`src/rtl/dance_pkg.sv`:
```
// Shared definitions for the dance-step game datapath: judgement codes
// (also decoded by the score/streak updater) and the per-lane window state.
package dance_pkg;

  localparam logic [1:0] JUDGE_NONE    = 2'b00;
  localparam logic [1:0] JUDGE_OK      = 2'b01;
  localparam logic [1:0] JUDGE_PERFECT = 2'b10;
  localparam logic [1:0] JUDGE_MISS    = 2'b11;

  typedef enum logic {
    LANE_IDLE = 1'b0,
    LANE_OPEN = 1'b1
  } lane_state_t;

endpackage

```
`src/rtl/hit_lane.sv`:
```
// One arrow lane: key synchroniser and edge detect, hit-window FSM with tick
// counter, and a single-entry pending judgement slot. HIT_JUDGE_BAD_PRESS_EN
// makes presses on an idle lane produce a BAD judgement.
module hit_lane
  import dance_pkg::*;
#(
  parameter int WINDOW_TICKS = 200,
  parameter int PERF_LO      = 75,
  parameter int PERF_HI      = 125
) (
  input  logic       clk,
  input  logic       resetn,
  input  logic       tick,
  input  logic       game_active,
  input  logic       note_open,
  input  logic       key,
  input  logic       issue,
  output logic       slot_valid,
  output logic [1:0] slot_code,
  output logic       overwrite
);

  localparam int CW = $clog2(WINDOW_TICKS + 1);

  logic key_meta, key_sync, key_prev;
  logic press;

  always_ff @(posedge clk or negedge resetn) begin
    if (!resetn) begin
      key_meta <= 1'b0;
      key_sync <= 1'b0;
      key_prev <= 1'b0;
    end else begin
      key_meta <= key;
      key_sync <= key_meta;
      key_prev <= key_sync;
    end
  end

  assign press = key_sync & ~key_prev;

  lane_state_t     state_reg, state_next;
  logic [CW-1:0]   cnt_reg, cnt_next, cnt_inc;
  logic            expire, in_perf;
  logic            gen_valid;
  logic [1:0]      gen_code;

  assign cnt_inc = cnt_reg + 1'b1;
  assign expire  = tick && (cnt_inc == CW'(WINDOW_TICKS));
  assign in_perf = (cnt_reg >= CW'(PERF_LO)) && (cnt_reg < CW'(PERF_HI));

  always_comb begin
    state_next = state_reg;
    cnt_next   = cnt_reg;
    gen_valid  = 1'b0;
    gen_code   = JUDGE_NONE;
    if (!game_active) begin
      state_next = LANE_IDLE;
      cnt_next   = '0;
    end else begin
      case (state_reg)
        LANE_IDLE: begin
          if (note_open) begin
            state_next = LANE_OPEN;
            cnt_next   = '0;
          end
`ifdef HIT_JUDGE_BAD_PRESS_EN
          if (press) begin
            gen_valid = 1'b1;
            gen_code  = JUDGE_MISS;
          end
`endif
        end
        LANE_OPEN: begin
          // A press always judges the current note; a simultaneous expiry
          // degrades it to OK, a simultaneous note_open starts a new window.
          if (press) begin
            gen_valid  = 1'b1;
            gen_code   = (in_perf && !expire) ? JUDGE_PERFECT : JUDGE_OK;
            state_next = note_open ? LANE_OPEN : LANE_IDLE;
            cnt_next   = '0;
          end else if (note_open) begin
            gen_valid = 1'b1;
            gen_code  = JUDGE_MISS;
            cnt_next  = '0;
          end else if (tick) begin
            if (expire) begin
              gen_valid  = 1'b1;
              gen_code   = JUDGE_MISS;
              state_next = LANE_IDLE;
              cnt_next   = '0;
            end else begin
              cnt_next = cnt_inc;
            end
          end
        end
        default: begin
          state_next = LANE_IDLE;
          cnt_next   = '0;
        end
      endcase
    end
  end

  always_ff @(posedge clk or negedge resetn) begin
    if (!resetn) begin
      state_reg <= LANE_IDLE;
      cnt_reg   <= '0;
    end else begin
      state_reg <= state_next;
      cnt_reg   <= cnt_next;
    end
  end

  // A slot being issued this cycle frees up, so a fresh judgement is no loss.
  assign overwrite = game_active && gen_valid && slot_valid && !issue;

  always_ff @(posedge clk or negedge resetn) begin
    if (!resetn) begin
      slot_valid <= 1'b0;
      slot_code  <= JUDGE_NONE;
    end else if (!game_active) begin
      slot_valid <= 1'b0;
      slot_code  <= JUDGE_NONE;
    end else if (gen_valid) begin
      slot_valid <= 1'b1;
      slot_code  <= gen_code;
    end else if (issue) begin
      slot_valid <= 1'b0;
    end
  end

endmodule

```
`src/rtl/hit_judge.sv`:
```
// Per-lane timing judge: LANES hit_lane instances plus a fixed-priority issuer
// that serialises pending judgements onto one registered code bus.
// Optional feature macro: HIT_JUDGE_BAD_PRESS_EN (see hit_lane).
module hit_judge
  import dance_pkg::*;
#(
  parameter int LANES        = 4,
  parameter int WINDOW_TICKS = 200,
  parameter int PERF_LO      = 75,
  parameter int PERF_HI      = 125
) (
  input  logic                     clk,
  input  logic                     resetn,
  input  logic                     tick,
  input  logic                     game_active,
  input  logic [LANES-1:0]         note_open,
  input  logic [LANES-1:0]         key,
  output logic [1:0]               judge_code,
  output logic [$clog2(LANES)-1:0] judge_lane,
  output logic                     overrun
);

  localparam int LW = $clog2(LANES);

  logic [LANES-1:0] slot_valid;
  logic [1:0]       slot_code [LANES];
  logic [LANES-1:0] overwrite;
  logic [LANES-1:0] grant;

  for (genvar gi = 0; gi < LANES; gi++) begin : g_lane
    hit_lane #(
      .WINDOW_TICKS(WINDOW_TICKS),
      .PERF_LO     (PERF_LO),
      .PERF_HI     (PERF_HI)
    ) u_lane (
      .clk        (clk),
      .resetn     (resetn),
      .tick       (tick),
      .game_active(game_active),
      .note_open  (note_open[gi]),
      .key        (key[gi]),
      .issue      (grant[gi]),
      .slot_valid (slot_valid[gi]),
      .slot_code  (slot_code[gi]),
      .overwrite  (overwrite[gi])
    );
  end

  logic [1:0]    code_next;
  logic [LW-1:0] lane_next;
  logic          found;

  // Lowest-numbered pending lane wins the bus this cycle.
  always_comb begin
    grant     = '0;
    code_next = JUDGE_NONE;
    lane_next = '0;
    found     = 1'b0;
    for (int i = 0; i < LANES; i++) begin
      if (slot_valid[i] && !found) begin
        found     = 1'b1;
        grant[i]  = 1'b1;
        code_next = slot_code[i];
        lane_next = LW'(i);
      end
    end
  end

  always_ff @(posedge clk or negedge resetn) begin
    if (!resetn) begin
      judge_code <= JUDGE_NONE;
      judge_lane <= '0;
      overrun    <= 1'b0;
    end else if (!game_active) begin
      judge_code <= JUDGE_NONE;
      judge_lane <= '0;
      overrun    <= 1'b0;
    end else begin
      judge_code <= code_next;
      judge_lane <= lane_next;
      overrun    <= overrun | (|overwrite);
    end
  end

endmodule

```
`config.mk`:
```
export PLATFORM = sky130hd
export DESIGN_NAME = hit_judge
export DESIGN_NICKNAME = d
export VERILOG_FILES = /design/src/rtl/dance_pkg.sv /design/src/rtl/hit_lane.sv /design/src/rtl/hit_judge.sv
export SDC_FILE = /design/constraint.sdc
export NUM_CORES = 1
export LEC_CHECK = 0
export BUFFER_PORTS_ARGS = -buffer_cell sky130_fd_sc_hd__clkbuf_2
export CAP_MARGIN = 20
export CORE_ASPECT_RATIO = 1.4
export CORE_MARGIN = 10
export CORE_UTILIZATION = 45
export DETAILED_ROUTE_END_ITERATION = 8
export SLEW_MARGIN = 10
export SYNTH_ARGS = -nofsm -noshare
export SYNTH_HDL_FRONTEND = slang
export SYNTH_SLANG_ARGS = --single-unit
```
`constraint.sdc`:
```
create_clock -name clk -period 5.2 [get_ports clk]
set_input_delay 1.04 -clock clk [delete_from_list [all_inputs] [get_ports clk]]
set_output_delay 1.04 -clock clk [all_outputs]
set_load 0.02 [all_outputs]
```
==> impl_metrics.yaml, run 1 <==
status:
  run_status: "complete, no violations"
run:
  maxCapViolations: 0
route:
  vias: 3012
  avgRoutedWirePerCell_um: 15.0
  viasPerCell: 5.69
  drc: 0
  drt_iter0_drc: 79
  ant_nets: 0
  routed_wl_mm: 7.93
  drt_first_pass_iters: 4
clock_network:
  cts_sinks: 65
  clock_path_buffers: 2
  clkLatencyLatePin_ns: 0.33
  cts_made_buffers: 9
  htree_levels: 3
  post_cts_buffers: 0
  clkTransAtPathRegs_ns: 0.06
  ctsResizeCount: 0
  cts_hold_buf: 0
  root_buffer: "clkbuf_16"
  cts_tree: "yes"
yosys:
  synth_cell_types: 72
  synthMuxAreaShare: 0.00291
  ys_warn_count: 0
  synth-compound-area-share: 0.223
  synthSimpleGateAreaFrac: 0.246
  synth_top_area_share: 0.421
  synth_area_per_cell_um2: 9.16
  syn_area_mm2: 0.00386
  yosysTopAreaCell: "dfrtp_1"
  ys_ff_latch: 65
  synth_top_family_by_area: "simple AND/OR/NAND/NOR gates"
  synth_xor_area_frac: 0.0181
  postSynthCellCount: 422
  yosysSeqAreaShare: 0.421
  synth-edff-count: 0
  synth_fp_nets: 446
  synthAdderAreaFrac: 0.0389
  synthArstFlopShare: 1.00
  yosys-top-cells-area: "dfrtp_1 42%, ha_1 3.9%, nand2_1 3.9%"
  synth_ff_type: "dfrtp_1"
layout:
  insertedDiodeCount: 0
  fin_cells: 529
  layout-drive-gt1-share: 0.117
  fin_nets: 446
  finish.utilization: 0.516
  area_delta_synth_final_pct: 10.2
  final_common_cell: "dfrtp_1"
  largest_register_ff_count: 32
  num-fill-cells: 750
  final_cell_mix: "65 x dfrtp_1, 40 x nand2_1, 28 x nand3_1"
timing:
  fin_skew_ns: 0.00600
  post-route-period-util: 0.493
  period_needed_ns: 2.56
  fmax_mhz: 390
  rsz0062_at_grt: "false"
  hold_viol: 0
  tns_ns: 0
  tightest_slew_ns: 0.674
  setup_viol: 0
  relSlewSlack: 0.550
  finalMaxSlewViolations: 0
die:
  num_rows: 39
  die_x_um: 98.3
  coreArea_mm2: 0.00825
  start_util: 0.469
  die_h_um: 130
  die_area_mm2: 0.0127
  io_pins: 17
place:
  io_buffers: 16
  dp_hpwl_mm: 5.56
  dp.cells: 513
  gp_congestion: 0.806
power_and_ir_drop:
  pwr-share-seq: 0.439
  p_leak_nw: 1.85
  power_frac_comb: 0.054
  ir_drop_uv: 162
  internal_power_uw: 942
  clkPwrFrac: 0.508
  power_density_mw_per_mm2: 286
  switching_share: 0.226
  power.net_switching_uw: 276
global_route:
  grt_max_degree: 38
  grt_overflow: 0
  grt_pass1_vias: 2820
  antenna_found_initial: 0
  grt_pass1_wl_mm: 13.3
  grt_util_all_layers: 0.125
worst_setup_path:
  cp.arrival_ns: 2.77
  crit_chain: "ha_1 -> and3_1 -> a41oi_1 -> a2111oi_2 -> a21oi_1 -> a21oi_1 -> o22ai_1"
  crit_family: "compound AO/OA/AOI/OAI gates"
  crit_fanout: 11
  startpoint_type: "flop"
  criticalPathCategory: "reg2reg"
  crit_slowest_cell: "dfrtp_1"
  cp-end-kind: "flop"
  cp.buffers_inverters: 0
  crit_required_ns: 5.41
  slowest_delay_ns: 0.56
  crit_path_frequent_cell: "a21oi_1"
hold_path:
  hold_path.class: "reg2reg"
==> final cells by class <==
cell class / instances / area [um2] / share of cell area
Sequential cell: 65 / 1630 / 0.382
Tap cell: 102 / 128 / 0.0300
Clock buffer: 12 / 256 / 0.0602
Multi-Input combinational cell: 312 / 2040 / 0.480
Timing Repair Buffer: 17 / 87.6 / 0.0206
Inverter: 17 / 63.8 / 0.0150
Clock inverter: 4 / 51.3 / 0.0120
==> power by group through the flow <==
stage / sequential (mW) / clock, mW / combinational [mW]
after floorplan: 0.539 / 0 / 0.0427
after global placement: 0.543 / 0 / 0.0658
after detailed placement: 0.543 / 0 / 0.0673
after CTS: 0.534 / 0.633 / 0.0672
after global routing: 0.536 / 0.654 / 0.0740
final: 0.534 / 0.618 / 0.0654
==> metrics by stage <==
stage          setup WS (ns)  cell area (um2)  power, mW  hold slack (ns)
3_3_place_gp            2.40             3950      0.608            0.335
3_5_place_dp            2.33             3950      0.610            0.335
2_1_floorplan           2.75             3860      0.581            0.331
6_report                2.64             4260       1.22            0.347
5_1_grt                 2.47             4260       1.26            0.353
4_1_cts                 2.65             4260       1.23            0.347
==> per-layer routing <==
layer,vias up,global-route usage,share of wire
met4,0,0.0499,0.013
met3,8,0.0340,0.031
met2,33,0.208,0.49
met1,1437,0.150,0.46
met5,-,0,0
li1,1534,-,-
==> kinds of logic after synthesis <==
| kind of cell | count (synthesis) |
|---|---|
| adder cells (fa/ha/maj) | 12 |
| multiplexers | 1 |
| flip-flops | 65 |
| buffers and inverters | 45 |
| XOR/XNOR | 8 |
| AO/OA/AOI/OAI | 118 |
| AND/OR/NAND/NOR | 173 |
==> cell usage after synthesis (all sizes together), types with 4 or more instances <==
cell,count
o211a,7
clkbuf,15
nand2,40
and3,10
o211ai,4
nor3,7
nor4,4
xor2,7
nand3,28
and2,7
a21oi,17
nand2b,13
nand3b,7
nor2,18
ha,12
o21ai,33
nand4,7
inv,17
buf,13
dfrtp,65
o21a,10
nor2b,12
==> worst paths after layout <==
check,startpoint,end,slack (ns),cells past startpoint
hold reg to reg,g_lane[1].u_lane.key_meta,g_lane[1].u_lane.key_sync,0.35,0
min in group asynchronous,resetn,g_lane[1].u_lane.cnt_reg[3],0.74,1
hold / removal,g_lane[1].u_lane.key_meta,g_lane[1].u_lane.key_sync,0.35,0
setup reg to reg,g_lane[3].u_lane.cnt_reg[0],g_lane[3].u_lane.cnt_reg[4],2.64,7
max in group asynchronous,resetn,g_lane[0].u_lane.key_sync,3.54,2
setup / recovery,g_lane[3].u_lane.cnt_reg[0],g_lane[3].u_lane.cnt_reg[4],2.64,7
Note: power is estimated with default switching activity, not from simulation.
==> inputs of run 2 (changes only) <==
--- a/config.mk
+++ b/config.mk
@@ -5,6 +5,7 @@
 export SDC_FILE = /design/constraint.sdc
 export NUM_CORES = 1
 export LEC_CHECK = 0
+export ABC_AREA = 1
 export BUFFER_PORTS_ARGS = -buffer_cell sky130_fd_sc_hd__clkbuf_2
 export CAP_MARGIN = 20
 export CORE_ASPECT_RATIO = 1.4
==> constraint.sdc (replaced) <==
create_clock -name clk -period 2.35 [get_ports clk]
set_input_delay 0.47 -clock clk [delete_from_list [all_inputs] [get_ports clk]]
set_output_delay 0.47 -clock clk [all_outputs]
set_load 0.02 [all_outputs]
==> impl_metrics.yaml, run 2 <==
timing:
  setup_viol: 0
  rsz0062_at_grt: "false"
  period_needed_ns: 1.81
  fin_skew_ns: 0.0114
  finalMaxSlewViolations: 0
  relSlewSlack: 0.663
  fmax_mhz: 552
  finalWorstSetupSlack_ns: 0.537
  tightest_slew_ns: 0.499
  hold_viol: 0
  post-route-period-util: 0.772
  tns_ns: 0
place:
  dp_slack_ns: 0.480
  gp_congestion: 0.865
  dp.cells: 587
  io_buffers: 16
  dp_hpwl_mm: 5.48
yosys:
  postSynthCellCount: 470
  ys_top_cells_by_count: "140 x nand2_1, 69 x inv_1, 65 x dfrtp_1, 46 x nor2_1, 37 x nand3_1"
  synthArstFlopShare: 1.00
  yosys-top-cells-area: "dfrtp_1 46%, nand2_1 15%, inv_1 7.3%"
  synth_top_area_share: 0.456
  ys_ff_latch: 65
  ys_warn_count: 0
  yosysSeqAreaShare: 0.456
  yosysTopAreaCell: "dfrtp_1"
  syn_area_mm2: 0.00357
  synth_most_common_cell: "nand2_1"
  synth_area_per_cell_um2: 7.60
  synth-edff-count: 0
  synth_fp_nets: 494
  synth_cell_types: 37
  synth_ff_type: "dfrtp_1"
layout:
  area_delta_synth_final_pct: 14.7
  insertedDiodeCount: 0
  largest_register_ff_count: 32
  num-fill-cells: 744
  final_cell_mix: "140 x nand2_1, 69 x inv_1, 65 x dfrtp_1"
  fin_cells: 603
  fin_nets: 522
  final_common_cell: "nand2_1"
  layout-drive-gt1-share: 0.117
clock_network:
  clkLatencyLatePin_ns: 0.35
  post_cts_buffers: 0
  cts_hold_buf: 0
  cts_made_buffers: 9
  cts_sinks: 65
  clkTransAtPathRegs_ns: 0.07
  clock_path_buffers: 2
  htree_levels: 3
  root_buffer: "clkbuf_8"
  cts_tree: "yes"
  ctsResizeCount: 0
power_and_ir_drop:
  ir_drop_uv: 430
  power_density_mw_per_mm2: 663
  power_mw: 2.71
  p_leak_nw: 2.03
worst_setup_path:
  reg2reg_to: "g_lane[2].u_lane.cnt_reg[2]"
  crit_required_ns: 2.61
  cp-end-kind: "flop"
  crit_path_frequent_cell: "nand2_1"
  crit_slowest_cell: "dfrtp_1"
  crit-reg2reg-launch: "g_lane[2].u_lane.cnt_reg[0]"
  cp.arrival_ns: 2.07
  slowest_delay_ns: 0.42
  criticalPathCategory: "reg2reg"
  reg2reg_slack_ns: 0.54
  startpoint_type: "flop"
  reg2reg_depth: 12
  crit_fanout: 8
  crit_chain: "ha_1 -> nand3_1 -> nand2_1 -> nand2_1 -> inv_1 -> nand2_1 -> nor2_1 -> nand2_2 -> nand2_4 -> nor3_4 -> nand2_1 -> o21ai_0"
die:
  io_pins: 17
  num_rows: 38
  coreArea_mm2: 0.00775
  die_area_mm2: 0.0119
  die_h_um: 125
  start_util: 0.461
  die_x_um: 95.3
global_route:
  grt_pass1_wl_mm: 13.3
  grt_pass1_vias: 3023
  antenna_found_initial: 0
  grt_max_degree: 66
  grt_util_all_layers: 0.135
  grt_overflow: 0
route:
  drt_first_pass_iters: 5
  drc: 0
  routed_wl_mm: 7.49
  avgRoutedWirePerCell_um: 12.4
  viasPerCell: 5.00
  ant_nets: 0
  vias: 3017
  drt_iter0_drc: 120
hold_path:
  hold_path.class: "in2async"
run:
  maxCapViolations: 0
status:
  run_status: "complete, no violations"
==> run 2: worst max-delay path: cells and delay by family, from the launching register on <==
kind	cells	cell delay [ns]
simple gates	9	0.91
flops	1	0.42
fa+ha+maj	1	0.26
compound gates	1	0.09
buf+inv	1	0.05
==> run 2: worst max-delay path by stage <==
stage,depth (start not counted),endpoint,startpoint
floorplan,11,g_lane[3].u_lane.slot_code[0],g_lane[3].u_lane.cnt_reg[0]
global placement,9,g_lane[1].u_lane.cnt_reg[5],game_active
detailed placement,9,g_lane[1].u_lane.cnt_reg[5],game_active
CTS,10,g_lane[0].u_lane.slot_code[1],g_lane[0].u_lane.cnt_reg[0]
global route,11,g_lane[0].u_lane.slot_code[0],g_lane[0].u_lane.cnt_reg[0]
finish,12,g_lane[2].u_lane.cnt_reg[2],g_lane[2].u_lane.cnt_reg[0]
==> run 2: report_power, final <==
part           leakage (nW)  total [mW]  internal (mW)  switching, mW
logic                  1.03       0.169         0.0526          0.117
registers             0.867        1.18           1.15         0.0233
clock network         0.140        1.37          0.921          0.446
==> run 2: cells by family after synthesis <==
group           after synthesis  synth area share
buf+inv                      78            0.0838
compound gates               61             0.102
flops                        65             0.456
simple gates                250             0.306
xor+xnor                      3           0.00736
fa+ha+maj                    12            0.0421
mux                           1           0.00280
==> run 2: layout make-up <==
type                            instances  area, um2  area share
Tap cell                              100        125      0.0306
Timing Repair Buffer                   21        130      0.0318
Sequential cell                        65       1630       0.397
Clock buffer                            9        124      0.0303
Multi-Input combinational cell        327       1640       0.402
Clock inverter                          7        166      0.0406
Inverter                               74        278      0.0678
==> run 2: through the flow <==
stage / utilization / instance area (um2) / hold slack, ns
finish: 0.528 / 4090 / 0.117
global route: 0.528 / 4090 / 0.155
CTS: 0.528 / 4090 / 0.141
detailed placement: 0.491 / 3800 / 0.342
global placement: 0.491 / 3800 / 0.333
floorplan: - / 3570 / 0.174
==> run 2: routing by layer <==
| metal | wire length (um) | up-vias | global-route usage |
|---|---|---|---|
| met4 | 110 | 0 | 0.0468 |
| met3 | 316 | 9 | 0.0389 |
| met5 | 0 | - | 0 |
| met1 | 3350 | 1408 | 0.160 |
| met2 | 3710 | 47 | 0.224 |
| li1 | - | 1553 | - |
